$ cat config.mk
export PLATFORM = sky130hd
export DESIGN_NAME = mdu_sequencer_flat
export DESIGN_NICKNAME = d
export VERILOG_FILES = /design/src/rtl/mdu_pkg.sv /design/src/rtl/mdu_sequencer_if.sv /design/src/rtl/mdu_iter_step.sv /design/src/rtl/mdu_sequencer.sv /design/src/flat_wrapper.sv
export SDC_FILE = /design/constraint.sdc
export NUM_CORES = 1
export LEC_CHECK = 0
export CAP_MARGIN = 20
export CORE_MARGIN = 5
export CORE_UTILIZATION = 40
export DETAILED_ROUTE_END_ITERATION = 10
export PLACE_DENSITY_LB_ADDON = 0.2
export SLEW_MARGIN = 30
export SYNTH_ARGS = -nofsm -noshare
export SYNTH_HDL_FRONTEND = slang
export SYNTH_HIERARCHICAL = 1
export SYNTH_SLANG_ARGS = --single-unit
$ cat constraint.sdc
create_clock -name clk -period 18.3 [get_ports clk]
set_clock_uncertainty 0.2 [all_clocks]
set_input_delay 1.83 -clock clk [delete_from_list [all_inputs] [get_ports clk]]
set_output_delay 1.83 -clock clk [all_outputs]
set_load 0.005 [all_outputs]
$ cat src/rtl/mdu_pkg.sv
// mdu_pkg: shared types and constants for the RV32M multiply/divide sequencer.
// Holds the sequencer state enum, the funct3 op codes and the iteration counter width.
// Helper functions decode operand signedness and take two's-complement magnitudes.
package mdu_pkg;

    localparam int XLEN  = 32;
    localparam int CNT_W = $clog2(XLEN);

    typedef enum logic [2:0] {
        ST_IDLE,
        ST_PREP,
        ST_RUN,
        ST_FIX,
        ST_DONE
    } mdu_state_t;

    localparam logic [2:0] MDU_MUL    = 3'b000;
    localparam logic [2:0] MDU_MULH   = 3'b001;
    localparam logic [2:0] MDU_MULHSU = 3'b010;
    localparam logic [2:0] MDU_MULHU  = 3'b011;
    localparam logic [2:0] MDU_DIV    = 3'b100;
    localparam logic [2:0] MDU_DIVU   = 3'b101;
    localparam logic [2:0] MDU_REM    = 3'b110;
    localparam logic [2:0] MDU_REMU   = 3'b111;

    // {rs1 is signed, rs2 is signed} for a given op. MUL is treated as unsigned:
    // the low half of the product does not depend on operand signedness.
    function automatic logic [1:0] op_signs(input logic [2:0] f3);
        logic a_s;
        logic b_s;
        a_s = (f3 == MDU_MULH) || (f3 == MDU_MULHSU) || (f3 == MDU_DIV) || (f3 == MDU_REM);
        b_s = (f3 == MDU_MULH) || (f3 == MDU_DIV) || (f3 == MDU_REM);
        return {a_s, b_s};
    endfunction

    // Magnitude of v when it is to be read as negative; the most-negative value
    // maps onto itself, which is the correct unsigned magnitude.
    function automatic logic [XLEN-1:0] mag_of(input logic [XLEN-1:0] v, input logic neg);
        return neg ? -v : v;
    endfunction

endpackage

$ cat src/rtl/mdu_sequencer_if.sv
// mdu_sequencer_if: execute-stage <-> multiply/divide sequencer handshake bundle.
// master = execute stage (drives start/funct3/rs1/rs2/flush, sees stall/done/result).
// slave  = sequencer (the reverse directions).
interface mdu_sequencer_if;
    import mdu_pkg::*;

    logic            start;
    logic [2:0]      funct3;
    logic [XLEN-1:0] rs1;
    logic [XLEN-1:0] rs2;
    logic            flush;
    logic            stall;
    logic            done;
    logic [XLEN-1:0] result;

    modport master (
        output start, funct3, rs1, rs2, flush,
        input  stall, done, result
    );

    modport slave (
        input  start, funct3, rs1, rs2, flush,
        output stall, done, result
    );

endinterface

$ cat src/rtl/mdu_iter_step.sv
// mdu_iter_step: one iteration of shift-add multiply or restoring divide.
// Latency: purely combinational. Backpressure: none, evaluated every RUN cycle.
// Ports: is_div selects divide; hi/lo are the accumulator halves; mag is the
//   multiplicand or divisor magnitude; hi_nxt/lo_nxt are the updated halves.
module mdu_iter_step
    import mdu_pkg::*;
(
    input  logic            is_div,
    input  logic [XLEN-1:0] hi,
    input  logic [XLEN-1:0] lo,
    input  logic [XLEN-1:0] mag,
    output logic [XLEN-1:0] hi_nxt,
    output logic [XLEN-1:0] lo_nxt
);

    logic [XLEN:0] sum;
    logic [XLEN:0] shifted;
    logic [XLEN:0] diff;

    always_comb begin
        hi_nxt  = hi;
        lo_nxt  = lo;
        // Multiply: lo holds the remaining multiplier bits, hi the partial product.
        sum     = {1'b0, hi} + (lo[0] ? {1'b0, mag} : '0);
        // Divide: hi is the partial remainder, lo shifts the dividend out and
        // the quotient in. Since hi < mag, a set top bit of diff means borrow.
        shifted = {hi, lo[XLEN-1]};
        diff    = shifted - {1'b0, mag};
        if (is_div) begin
            if (!diff[XLEN]) begin
                hi_nxt = diff[XLEN-1:0];
                lo_nxt = {lo[XLEN-2:0], 1'b1};
            end else begin
                hi_nxt = shifted[XLEN-1:0];
                lo_nxt = {lo[XLEN-2:0], 1'b0};
            end
        end else begin
            hi_nxt = sum[XLEN:1];
            lo_nxt = {sum[0], lo[XLEN-1:1]};
        end
    end

endmodule

$ cat src/rtl/mdu_sequencer.sv
// mdu_sequencer: iterative RV32M multiply/divide sequencer for the execute stage.
// Latency: XLEN+3 cycles from accepted start to done; divide-by-zero and signed
//   overflow finish in 1 cycle, as do all multiplies when MDU_FAST_MUL_EN is defined.
// Backpressure: stall holds IF/ID/EX while busy; start is sampled only in IDLE.
// Ports: clk, rst (async, active-high), bus (mdu_sequencer_if.slave: start, funct3,
//   rs1, rs2, flush in; stall, done, result out).
module mdu_sequencer
    import mdu_pkg::*;
(
    input  logic           clk,
    input  logic           rst,
    mdu_sequencer_if.slave bus
);

    mdu_state_t       state;
    mdu_state_t       state_nxt;
    logic             stall_c;
    logic             done_c;

    logic [2:0]       f3;
    logic [XLEN-1:0]  op_a;
    logic [XLEN-1:0]  op_b;
    logic [XLEN-1:0]  hi;
    logic [XLEN-1:0]  lo;
    logic [XLEN-1:0]  mag;
    logic [CNT_W-1:0] cnt;
    logic [XLEN-1:0]  result_q;

    logic [XLEN-1:0]  step_hi;
    logic [XLEN-1:0]  step_lo;

    // ---------------- acceptance and single-cycle shortcuts ----------------
    logic             accept;
    logic             in_div_zero;
    logic             in_ovf;
    logic             fast_hit;
    logic [XLEN-1:0]  fast_res;
    logic             bypass;
    logic [XLEN-1:0]  bypass_res;

    // A flush in the same cycle drops the start entirely.
    assign accept      = (state == ST_IDLE) && bus.start && !bus.flush;
    assign in_div_zero = bus.funct3[2] && (bus.rs2 == '0);
    // Signed DIV/REM only (funct3[0] clear), most-negative / -1.
    assign in_ovf      = bus.funct3[2] && !bus.funct3[0]
                         && (bus.rs1 == {1'b1, {(XLEN-1){1'b0}}}) && (bus.rs2 == '1);

`ifdef MDU_FAST_MUL_EN
    logic [1:0]        in_sgn;
    logic [2*XLEN-1:0] fast_a;
    logic [2*XLEN-1:0] fast_b;
    logic [2*XLEN-1:0] fast_p;

    // Sign-extend to the full product width so a plain modular multiply
    // yields the correct signed/unsigned product in all 2*XLEN bits.
    always_comb begin
        in_sgn = op_signs(bus.funct3);
        fast_a = {{XLEN{in_sgn[1] & bus.rs1[XLEN-1]}}, bus.rs1};
        fast_b = {{XLEN{in_sgn[0] & bus.rs2[XLEN-1]}}, bus.rs2};
        fast_p = fast_a * fast_b;
    end

    assign fast_hit = !bus.funct3[2];
    assign fast_res = (bus.funct3 == MDU_MUL) ? fast_p[XLEN-1:0] : fast_p[2*XLEN-1:XLEN];
`else
    assign fast_hit = 1'b0;
    assign fast_res = '0;
`endif

    assign bypass = in_div_zero || in_ovf || fast_hit;

    // funct3[1] distinguishes REM/REMU from DIV/DIVU.
    always_comb begin
        bypass_res = fast_res;
        if (in_div_zero) begin
            bypass_res = bus.funct3[1] ? bus.rs1 : '1;
        end else if (in_ovf) begin
            bypass_res = bus.funct3[1] ? '0 : bus.rs1;
        end
    end

    // ---------------- FSM ----------------
    always_ff @(posedge clk or posedge rst) begin
        if (rst) begin
            state <= ST_IDLE;
        end else begin
            state <= state_nxt;
        end
    end

    always_comb begin
        state_nxt = state;
        stall_c   = 1'b0;
        done_c    = 1'b0;
        case (state)
            ST_IDLE: if (accept) state_nxt = bypass ? ST_DONE : ST_PREP;
            ST_PREP: state_nxt = ST_RUN;
            ST_RUN:  if (cnt == '0) state_nxt = ST_FIX;
            ST_FIX:  state_nxt = ST_DONE;
            ST_DONE: state_nxt = ST_IDLE;
            default: state_nxt = ST_IDLE;
        endcase
        if (bus.flush) begin
            state_nxt = ST_IDLE;
        end
        // Low in DONE so EX captures result on the done cycle. Reset forces it
        // low immediately even if start is still asserted.
        stall_c = !rst && (accept || (state == ST_PREP) || (state == ST_RUN) || (state == ST_FIX));
        done_c  = (state == ST_DONE);
    end

    assign bus.stall  = stall_c;
    assign bus.done   = done_c;
    assign bus.result = result_q;

    // ---------------- datapath ----------------
    logic [1:0]        sgn;
    logic              neg_a;
    logic              neg_b;
    logic [2*XLEN-1:0] prod;
    logic [XLEN-1:0]   quo;
    logic [XLEN-1:0]   rem;
    logic [XLEN-1:0]   fix_res;

    assign sgn   = op_signs(f3);
    assign neg_a = sgn[1] & op_a[XLEN-1];
    assign neg_b = sgn[0] & op_b[XLEN-1];

    mdu_iter_step u_step (
        .is_div (f3[2]),
        .hi     (hi),
        .lo     (lo),
        .mag    (mag),
        .hi_nxt (step_hi),
        .lo_nxt (step_lo)
    );

    // Sign fix-up on the unsigned magnitude result: product and quotient are
    // negated when operand signs differ; remainder follows the dividend.
    always_comb begin
        prod    = (neg_a ^ neg_b) ? -{hi, lo} : {hi, lo};
        quo     = (neg_a ^ neg_b) ? -lo : lo;
        rem     = neg_a ? -hi : hi;
        fix_res = rem;
        case (f3)
            MDU_MUL:                         fix_res = prod[XLEN-1:0];
            MDU_MULH, MDU_MULHSU, MDU_MULHU: fix_res = prod[2*XLEN-1:XLEN];
            MDU_DIV, MDU_DIVU:               fix_res = quo;
            default:                         fix_res = rem;
        endcase
    end

    always_ff @(posedge clk or posedge rst) begin
        if (rst) begin
            f3       <= '0;
            op_a     <= '0;
            op_b     <= '0;
            hi       <= '0;
            lo       <= '0;
            mag      <= '0;
            cnt      <= '0;
            result_q <= '0;
        end else begin
            case (state)
                ST_IDLE: begin
                    if (accept) begin
                        f3   <= bus.funct3;
                        op_a <= bus.rs1;
                        op_b <= bus.rs2;
                        if (bypass) begin
                            result_q <= bypass_res;
                        end
                    end
                end
                ST_PREP: begin
                    // Multiply: lo = multiplier, mag = multiplicand.
                    // Divide:   lo = dividend,   mag = divisor.
                    hi  <= '0;
                    lo  <= f3[2] ? mag_of(op_a, neg_a) : mag_of(op_b, neg_b);
                    mag <= f3[2] ? mag_of(op_b, neg_b) : mag_of(op_a, neg_a);
                    cnt <= CNT_W'(XLEN - 1);
                end
                ST_RUN: begin
                    hi <= step_hi;
                    lo <= step_lo;
                    if (cnt != '0) begin
                        cnt <= cnt - CNT_W'(1);
                    end
                end
                ST_FIX: begin
                    if (!bus.flush) begin
                        result_q <= fix_res;
                    end
                end
                default: ;
            endcase
        end
    end

endmodule

$ cat src/flat_wrapper.sv
// flat-port wrapper written by rule: the top's interface ports become plain ports
module mdu_sequencer_flat import mdu_pkg::*;
  (clk, rst, bus_start, bus_funct3, bus_rs1, bus_rs2, bus_flush, bus_stall, bus_done, bus_result);
  mdu_sequencer_if bus_i ();
  input  logic clk;
  input  logic rst;
  input wire logic [$bits(bus_i.start)-1:0] bus_start;
  input wire logic [$bits(bus_i.funct3)-1:0] bus_funct3;
  input wire logic [$bits(bus_i.rs1)-1:0] bus_rs1;
  input wire logic [$bits(bus_i.rs2)-1:0] bus_rs2;
  input wire logic [$bits(bus_i.flush)-1:0] bus_flush;
  output wire logic [$bits(bus_i.stall)-1:0] bus_stall;
  output wire logic [$bits(bus_i.done)-1:0] bus_done;
  output wire logic [$bits(bus_i.result)-1:0] bus_result;
  assign bus_i.start = bus_start;
  assign bus_i.funct3 = bus_funct3;
  assign bus_i.rs1 = bus_rs1;
  assign bus_i.rs2 = bus_rs2;
  assign bus_i.flush = bus_flush;
  assign bus_stall = bus_i.stall;
  assign bus_done = bus_i.done;
  assign bus_result = bus_i.result;
  mdu_sequencer u_core (.clk(clk), .rst(rst), .bus(bus_i));
endmodule
==> results of run 1 <==
==> per-stage QoR <==
stage / utilization / hold slack (ns) / worst slack [ns]
floorplan: - / 0.264 / 10.73
global placement: 0.438 / 0.288 / 12.97
detailed placement: 0.439 / 0.291 / 13.00
CTS: 0.456 / 0.304 / 12.98
global route: 0.456 / 0.338 / 12.88
finish: 0.456 / 0.298 / 12.99
==> cell usage after synthesis, types with 35 or more instances <==
| master | n | share of area |
|---|---|---|
| a22o_1 | 35 | 0.018 |
| mux2i_1 | 39 | 0.023 |
| nand3_1 | 35 | 0.010 |
| inv_1 | 71 | 0.015 |
| o221ai_1 | 48 | 0.024 |
| clkbuf_1 | 106 | 0.023 |
| dfrtp_1 | 203 | 0.29 |
| xnor2_1 | 105 | 0.053 |
| a31oi_1 | 38 | 0.014 |
| nand2_1 | 141 | 0.031 |
| a21oi_1 | 172 | 0.050 |
| o21ai_0 | 87 | 0.025 |
| mux2_2 | 100 | 0.065 |
| nor2_1 | 167 | 0.036 |
| nor3_1 | 62 | 0.018 |
| xor2_1 | 94 | 0.048 |
| nor4_1 | 47 | 0.017 |
| and2_1 | 40 | 0.014 |
| ha_1 | 70 | 0.051 |
==> state kept, by name, indices dropped and copies added, names as in the netlist <==
name	flops
u_core/state	3
u_core/op_a	32
u_core/op_b	32
u_core/mag	32
u_core/f3	3
u_core/lo	32
u_core/cnt	5
u_core/hi	32
u_core/bus.result	32
==> worst max-delay path, delay by kind of cell <==
family        cells  cell delay (ns)
buf+inv           2             1.03
simple gates      3             0.43
==> cells by family (layout without fill, tap and decap cells) <==
family	Yosys count	count (layout)	synth area share
simple gates	636	636	0.186
compound gates	601	601	0.234
flops	203	203	0.294
xor+xnor	199	199	0.101
buf+inv	197	239	0.0436
mux	139	139	0.0879
fa+ha+maj	72	72	0.0531
other cells	0	1	0
==> layout make-up <==
class,instances,area [um^2],area share
diodes,1,2.50,0.000128
clock buffers,34,699,0.0357
clock inverters,5,50.0,0.00256
inverters,72,283,0.0144
multi-input cells,1647,11500,0.587
flip-flops and latches,203,5080,0.260
well taps,585,732,0.0374
repair buffers,128,1230,0.0628
==> per-layer routing <==
metal,GRT usage,share of wire,routed length (um)
met5,0,0,0
met4,0.0592,0.026,1530
met3,0.0235,0.059,3550
met2,0.406,0.46,27500
met1,0.349,0.46,27300
==> power by group <==
group / leakage [nW] / total, mW / switching (mW) / internal, mW
sequential: 2.53 / 0.968 / 0.327 / 0.641
clock: 0.373 / 0.471 / 0.194 / 0.277
combinational: 5.34 / 2.54 / 1.48 / 1.06
total: 8.25 / 3.98 / 2.00 / 1.98
==> cell usage in the layout, fill, tap and decap left out, types with 9 or more instances in the layout <==
cell / instances
inv_1: 70
mux2i_1: 39
a22o_1: 35
nor3_1: 62
a211oi_1: 11
o41ai_1: 16
clkbuf_16: 25
o21ai_1: 9
a22oi_1: 31
a21oi_1: 172
o31ai_1: 25
a31oi_1: 38
nand4_1: 27
o21a_1: 9
xor2_1: 94
dfrtp_1: 202
o211ai_1: 10
a21o_1: 32
o21ai_0: 86
ha_1: 70
buf_4: 22
xnor2_1: 104
or4_1: 12
nor2b_1: 20
a221oi_1: 14
or3_1: 17
nor4_1: 47
nor2_1: 166
o221ai_1: 48
nand3_1: 35
mux2_2: 100
clkdlybuf4s50_1: 104
nand2b_1: 18
and2_1: 40
nand2_1: 138
==> worst max path at each step <==
stage | start | endpoint | slack, ns
4_1_cts | bus_start | bus_stall | 12.98
5_1_grt | bus_start | bus_stall | 12.88
3_5_place_dp | bus_start | bus_stall | 13.00
2_1_floorplan | rst | u_core/bus.result[0]$_DFFE_PP0P_ | 10.73
3_3_place_gp | bus_start | bus_stall | 12.97
6_report | bus_flush | bus_stall | 12.99
==> summary.txt, run 1 <==
Status
  • Outcome: finished, final reports clean

Clock tree
  • Clock Sinks: 203
  • Max Buffers Root-to-Sink: 3
  • Cell at the root of the clock tree: clkbuf_16
  • Clock latency on the worst-skew pair: 0.55 ns
  • CTS tree: done
  • Number of H-tree levels: 1
  • Post-CTS Setup Inserts: 0
  • Post-CTS Hold Buffers: 0
  • Total clock buffers created by CTS: 25
  • Post-CTS sizing: 0
  • Register clock-pin slew on the reported worst setup and hold paths: 0.05 ns

Timing
  • Final Critical Period: 5.31 ns
  • Least-Margin Pin Slew: 1.02 ns
  • Final hold vios: 0
  • Final cycle utilization of the critical path: 0.290
  • Fmax achieved: 0.188 GHz
  • Setup TNS after final layout: 0 ns
  • Relative slew margins: 0.321
  • Final setup fails: 0
  • Unrepaired setup endpoints after global routing: false
  • Max-slew violations: 0

Setup path
  • Cell-by-cell listing of the critical path: clkdlybuf4s50_1 -> nor2b_1 -> nor3_1 -> nor3_1 -> clkdlybuf4s50_1
  • Peak fanout along the critical path: 4
  • Crit path capture type: output pin
  • Nature of the critical path startpoint: input pin
  • Type of the worst setup path: input pin to output pin
  • CP Data Arrival Time: 3.28 ns
  • R2r startpoint: u_core/lo[31]$_DFFE_PP0P_
  • Largest stage delay on the critical path: 0.54 ns
  • Data required, critical path: 16.27 ns
  • R2R Setup Slk: 13.57 ns
  • Worst R2R Path Depth: 15
  • Cell with the largest stage delay on the worst path: clkdlybuf4s50_1
  • End of the worst register-to-register path: u_core/hi[0]$_DFFE_PP0P_

Finish
  • Syn-to-layout area delta: 13.4%
  • Share of final-layout standard cells stronger than drive strength 1: 0.0910
  • Filler cell count in the final layout: 4170
  • Final nets: 2220
  • Number of standard cells in the layout, taps in and fillers out: around 2700
  • Non-Filler Cell Area, Final: approximately 20000 um^2

Power and ir drop
  • Power per unit of standard cell area: 203 nW/um^2
  • Static leakage: 8.25 nW
  • Worst vdd ir: ~0.11 mV
  • Total Power: 3.98 mW

Synthesis
  • Mapped Nets: between 2000 and 2500
  • Distinct cell type count of the synthesized netlist: slightly above 80
  • Post-synthesis sequential area ratio: 0.294
  • Cell Area, Synth: 17300 um^2
  • Gate count after technology mapping: 2047
  • Post-Syn Area per Cell: around 8.4 um^2
  • Flip-flop and latch count after synthesis: 203
  • Async set or reset register ratio after synthesis: 1.00
  • Leading register cell type out of synthesis: dfrtp_1
  • Number of synthesized flops with an enable pin: 0
  • Ys Warns: 6

GRT
  • First-pass GRT wire length: 92.6 mm
  • Global routing usage summed across all routing layers: 0.245
  • Via count of the first global-routing pass: 15535
  • Largest net degree at the start of global routing: 135
  • Remaining Overflow, GRT: 0
  • Antenna violations before repair: 0

Floorplan
  • Core region area: roughly 43000 um^2
  • Starting Density: 0.402
  • Overall die area: 47400 um^2
  • Num ports: 105
  • Row count: 76
  • Die width: about 220 um
  • Chip height: between 200 and 250 um

Placement
  • Buffers on Ports: about 100
  • HPWL Detailed: 45.4 mm
  • Global placement routability congestion: between 0.9 and 1
  • Cell area after placement: 18800 um^2
  • Number of cells after detailed placement: approximately 2600

Worst hold path
  • Hold path start: u_core/cnt[0]$_DFFE_PP0P_
  • Worst hold path depth: 1
  • Worst Hold Class: register to register
  • Hold EP: u_core/cnt[0]$_DFFE_PP0P_

Routing
  • WL/cell: between 20 and 25 um
  • Average vias per placed instance: around 6.0
  • DRC errors left: 0
  • Count of antenna-violating nets left after detailed routing: 0
  • Routed WL: 59.9 mm
  • Number of DRC violations after detailed-routing iteration 0: 1452
  • Routed via count: 16174
  • Number of search-and-repair iterations in the first detailed-routing pass: 8

Run
  • Number of maximum-capacitance violations: 0
(Power assumes the default switching activity.)
==> run 2, diff against run 1 <==
==> constraint.sdc (replaced) <==
create_clock -name clk -period 5.21 [get_ports clk]
set_clock_uncertainty 0.2 [all_clocks]
set_input_delay 0.521 -clock clk [delete_from_list [all_inputs] [get_ports clk]]
set_output_delay 0.521 -clock clk [all_outputs]
set_load 0.005 [all_outputs]
==> run 2 against run 1 <==
  * Setup slack worse by 12 ns
  * Wire length is 3.4% higher
  * Hold slack worse by 0.064 ns
  * Die area stayed put
  * Combinational power grew to 3.6 times the previous value
  * Non-clock buffer count is 16 higher
  * Clock power grew to 3.7 times the previous value
  * Sequential share of layout area is 0.28 points lower
  * Global-route usage is 0.81 points higher
  * Cell count is 0.86% higher
  * Sequential power grew to 3.5 times the previous value
  * Critical path depth is 10 higher
  * Critical path type is now register to register
  * Largest cell class unchanged
  * Largest power group unchanged
==> summary.txt, run 2 (same netlist as run 1, synthesis figures left out) <==
Power and ir drop
  • Switching fraction of total power: 0.502 (about the same)
  • Internal power contribution: 7.10 mW (+260%)
  • Sequential Power Share: 0.240 (-0.003)
  • Clock share of power: 0.123 (+0.005)
  • Power per unit of standard cell area: 721 nW/um^2 (+250%)
  • Worst vdd ir: 0.406 mV (+280%)
  • Static leakage: 8.36 nW (+1.3%)
  • Switching power: 7.17 mW (+260%)
  • Combinational cell fraction of total power: 0.637 (-0.002)

Setup path
  • Type of the worst setup path: register to register
  • End of the worst register-to-register path: u_core/hi[29]$_DFFE_PP0P_
  • Nature of the critical path startpoint: register
  • Largest delay contributor family on the critical path: compound AO/OA/AOI/OAI gates
  • Worst R2R Path Depth: 15 (unchanged)
  • Critical path buffer and inverter count: 2 (unchanged)
  • R2R Setup Slk: 0.92 ns (-12.65 ns)
  • CP Data Arrival Time: 4.54 ns (+1.26 ns)
  • Peak fanout along the critical path: 29 (+25)
  • R2r startpoint: u_core/lo[0]$_DFFE_PP0P_
  • Largest stage delay on the critical path: 0.52 ns (-0.02 ns)
  • Data required, critical path: 5.45 ns (-10.82 ns)
  • Cell with the largest stage delay on the worst path: or4_1
  • Crit path capture type: register
  • Cell-by-cell listing of the critical path: buf_4 -> and2_1 -> ha_1 -> a21o_1 -> or4_1 -> a311oi_2 -> nor4_1 -> buf_4 -> a41oi_2 -> a211oi_1 -> or4_1 -> a21oi_2 -> xor2_1 -> mux2i_1 -> a22o_1

Clock tree
  • Register clock-pin slew on the reported worst setup and hold paths: 0.07 ns (+0.02 ns)
  • Number of H-tree levels: 1 (unchanged)
  • Clock Sinks: 203 (unchanged)
  • Post-CTS Hold Buffers: 0 (unchanged)
  • Post-CTS sizing: 0 (unchanged)
  • Max Buffers Root-to-Sink: 3 (unchanged)
  • Clock latency on the worst-skew pair: 0.55 ns (about the same)
  • Cell at the root of the clock tree: clkbuf_16
  • Total clock buffers created by CTS: 25 (unchanged)
  • CTS tree: done
  • Post-CTS Setup Inserts: 0 (unchanged)

Floorplan
  • Overall die area: 47400 um^2 (unchanged)
  • Num ports: 105 (unchanged)
  • Row count: 76 (unchanged)
  • Chip height: 218 um (unchanged)
  • Core region area: 42900 um^2 (unchanged)
  • Starting Density: 0.402 (unchanged)
  • Die width: 218 um (unchanged)

Timing
  • Max-slew violations: 0 (unchanged)
  • PnR worst setup slack: 0.916 ns (-12.07 ns)
  • Final hold vios: 0 (unchanged)
  • Least-Margin Pin Slew: 0.987 ns (-0.0310 ns)
  • Tightest hold margin: 0.234 ns (-0.0644 ns)
  • Unrepaired setup endpoints after global routing: false
  • Setup TNS after final layout: 0 ns (unchanged)
  • Final setup fails: 0 (unchanged)
  • Final cycle utilization of the critical path: 0.824
  • Relative slew margins: 0.340 (+0.0183)
  • Final Critical Period: 4.29 ns
  • Fmax achieved: 0.233 GHz

Routing
  • Number of DRC violations after detailed-routing iteration 0: 1409 (-3.0%)
  • Number of search-and-repair iterations in the first detailed-routing pass: 5 (-3)
  • Routed WL: 62.0 mm (+3.4%)
  • Average vias per placed instance: 6.08 (+0.56%)
  • WL/cell: 23.0 um (+2.5%)
  • Routed via count: 16405 (+1.4%)
  • DRC errors left: 0 (unchanged)
  • Count of antenna-violating nets left after detailed routing: 0 (unchanged)

Placement
  • Place WS: 0.966 ns (-12.03 ns)
  • Cell area after placement: 18900 um^2 (+0.69%)
  • Buffers on Ports: 104 (unchanged)
  • Global placement routability congestion: 0.928 (unchanged)
  • HPWL Detailed: 47.1 mm (+3.8%)

Finish
  • Share of final-layout standard cells stronger than drive strength 1: 0.100 (+0.00900)
  • Final nets: 2236 (+0.72%)
  • Syn-to-layout area delta: 14.7%
  • Final core area utilization: 0.462 (+0.00505)
  • Most used cells in the layout excluding fill and tap cells: dfrtp_1 (202), a21oi_1 (172), nor2_1 (166), nand2_1 (138)
  • Most common library cell in the layout ignoring fill and taps: dfrtp_1
  • Non-Filler Cell Area, Final: 19800 um^2 (+1.1%)

GRT
  • Antenna violations before repair: 2 (+2)
  • Global routing usage summed across all routing layers: 0.254 (+0.00814)
  • Via count of the first global-routing pass: 15831 (+1.9%)
  • First-pass GRT wire length: 95.6 mm (+3.2%)
  • Remaining Overflow, GRT: 0 (unchanged)
  • Largest net degree at the start of global routing: 151 (+12%)

Run
  • Number of maximum-capacitance violations: 0 (unchanged)

Worst hold path
  • Worst Hold Class: input pin to async pin

Status
  • Outcome: finished, final reports clean
## run 2: cell count changes in the layout (fill, tap and decap cells not counted), sizes merged
| cell | previous run | this run |
|---|---|---|
| buf | 24 | 40 |
| bufinv | 1 | 2 |
| clkbuf | 34 | 35 |
| clkinv | 5 | 4 |
| clkinvlp | 0 | 4 |
| diode | 1 | 2 |
| inv | 71 | 72 |
## run 2: routing by layer
layer	GRT usage	up-vias	share of wire
li1	-	7706	-
met2	0.409	623	0.45
met5	0	-	0
met3	0.0389	108	0.069
met1	0.352	7968	0.44
met4	0.0800	0	0.034
## run 2: area by class of cell
type / count / area, um^2
Sequential cell: 203 / 5080
Multi-Input combinational cell: 1647 / 11500
Clock inverter: 10 / 111
Fill cell: 4176 / 23100
Inverter: 72 / 274
Tap cell: 585 / 732
Timing Repair Buffer: 144 / 1390
Clock buffer: 35 / 703
Antenna cell: 2 / 5.00
## run 2: worst max-delay path by stage
stage                     slack [ns]                        end  depth (start not counted)                startpoint
after floorplan                 1.35  u_core/hi[29]$_DFFE_PP0P_                         14  u_core/lo[0]$_DFFE_PP0P_
after detailed placement        0.97  u_core/hi[29]$_DFFE_PP0P_                         15  u_core/lo[0]$_DFFE_PP0P_
after global routing            0.76  u_core/hi[29]$_DFFE_PP0P_                         15  u_core/lo[0]$_DFFE_PP0P_
final                           0.92  u_core/hi[29]$_DFFE_PP0P_                         15  u_core/lo[0]$_DFFE_PP0P_
after global placement           1.0  u_core/hi[29]$_DFFE_PP0P_                         15  u_core/lo[0]$_DFFE_PP0P_
after CTS                       0.97  u_core/hi[29]$_DFFE_PP0P_                         15  u_core/lo[0]$_DFFE_PP0P_
## run 2: worst register-to-register path, delay by kind of cell, from the launching register on
kind	cells	cell delay [ns]
buffers and inverters	2	0.46
AOI/OAI and AO/OA	6	1.37
DFF	1	0.50
adders and majority gates	1	0.20
muxes	1	0.09
xor gates and xnor gates	1	0.17
and+or+nand+nor	4	1.21
## run 2: per-stage QoR
| stage | instances | total power, mW |
|---|---|---|
| after global placement | 2650 | 12.2 |
| after detailed placement | 2650 | 12.3 |
| final | 2698 | 14.3 |
| after global routing | 2696 | 15.3 |
| after CTS | 2695 | 14.1 |
| after floorplan | 2047 | 9.73 |
## run 2: power by group through the flow
| stage | Sequential [mW] | Clock (mW) | Combinational (mW) |
|---|---|---|---|
| global route | 3.52 | 1.86 | 9.94 |
| floorplan | 2.88 | 0 | 6.85 |
| global placement | 3.38 | 0 | 8.80 |
| detailed placement | 3.40 | 0 | 8.89 |
| finish | 3.42 | 1.76 | 9.09 |
| CTS | 3.38 | 1.80 | 8.97 |
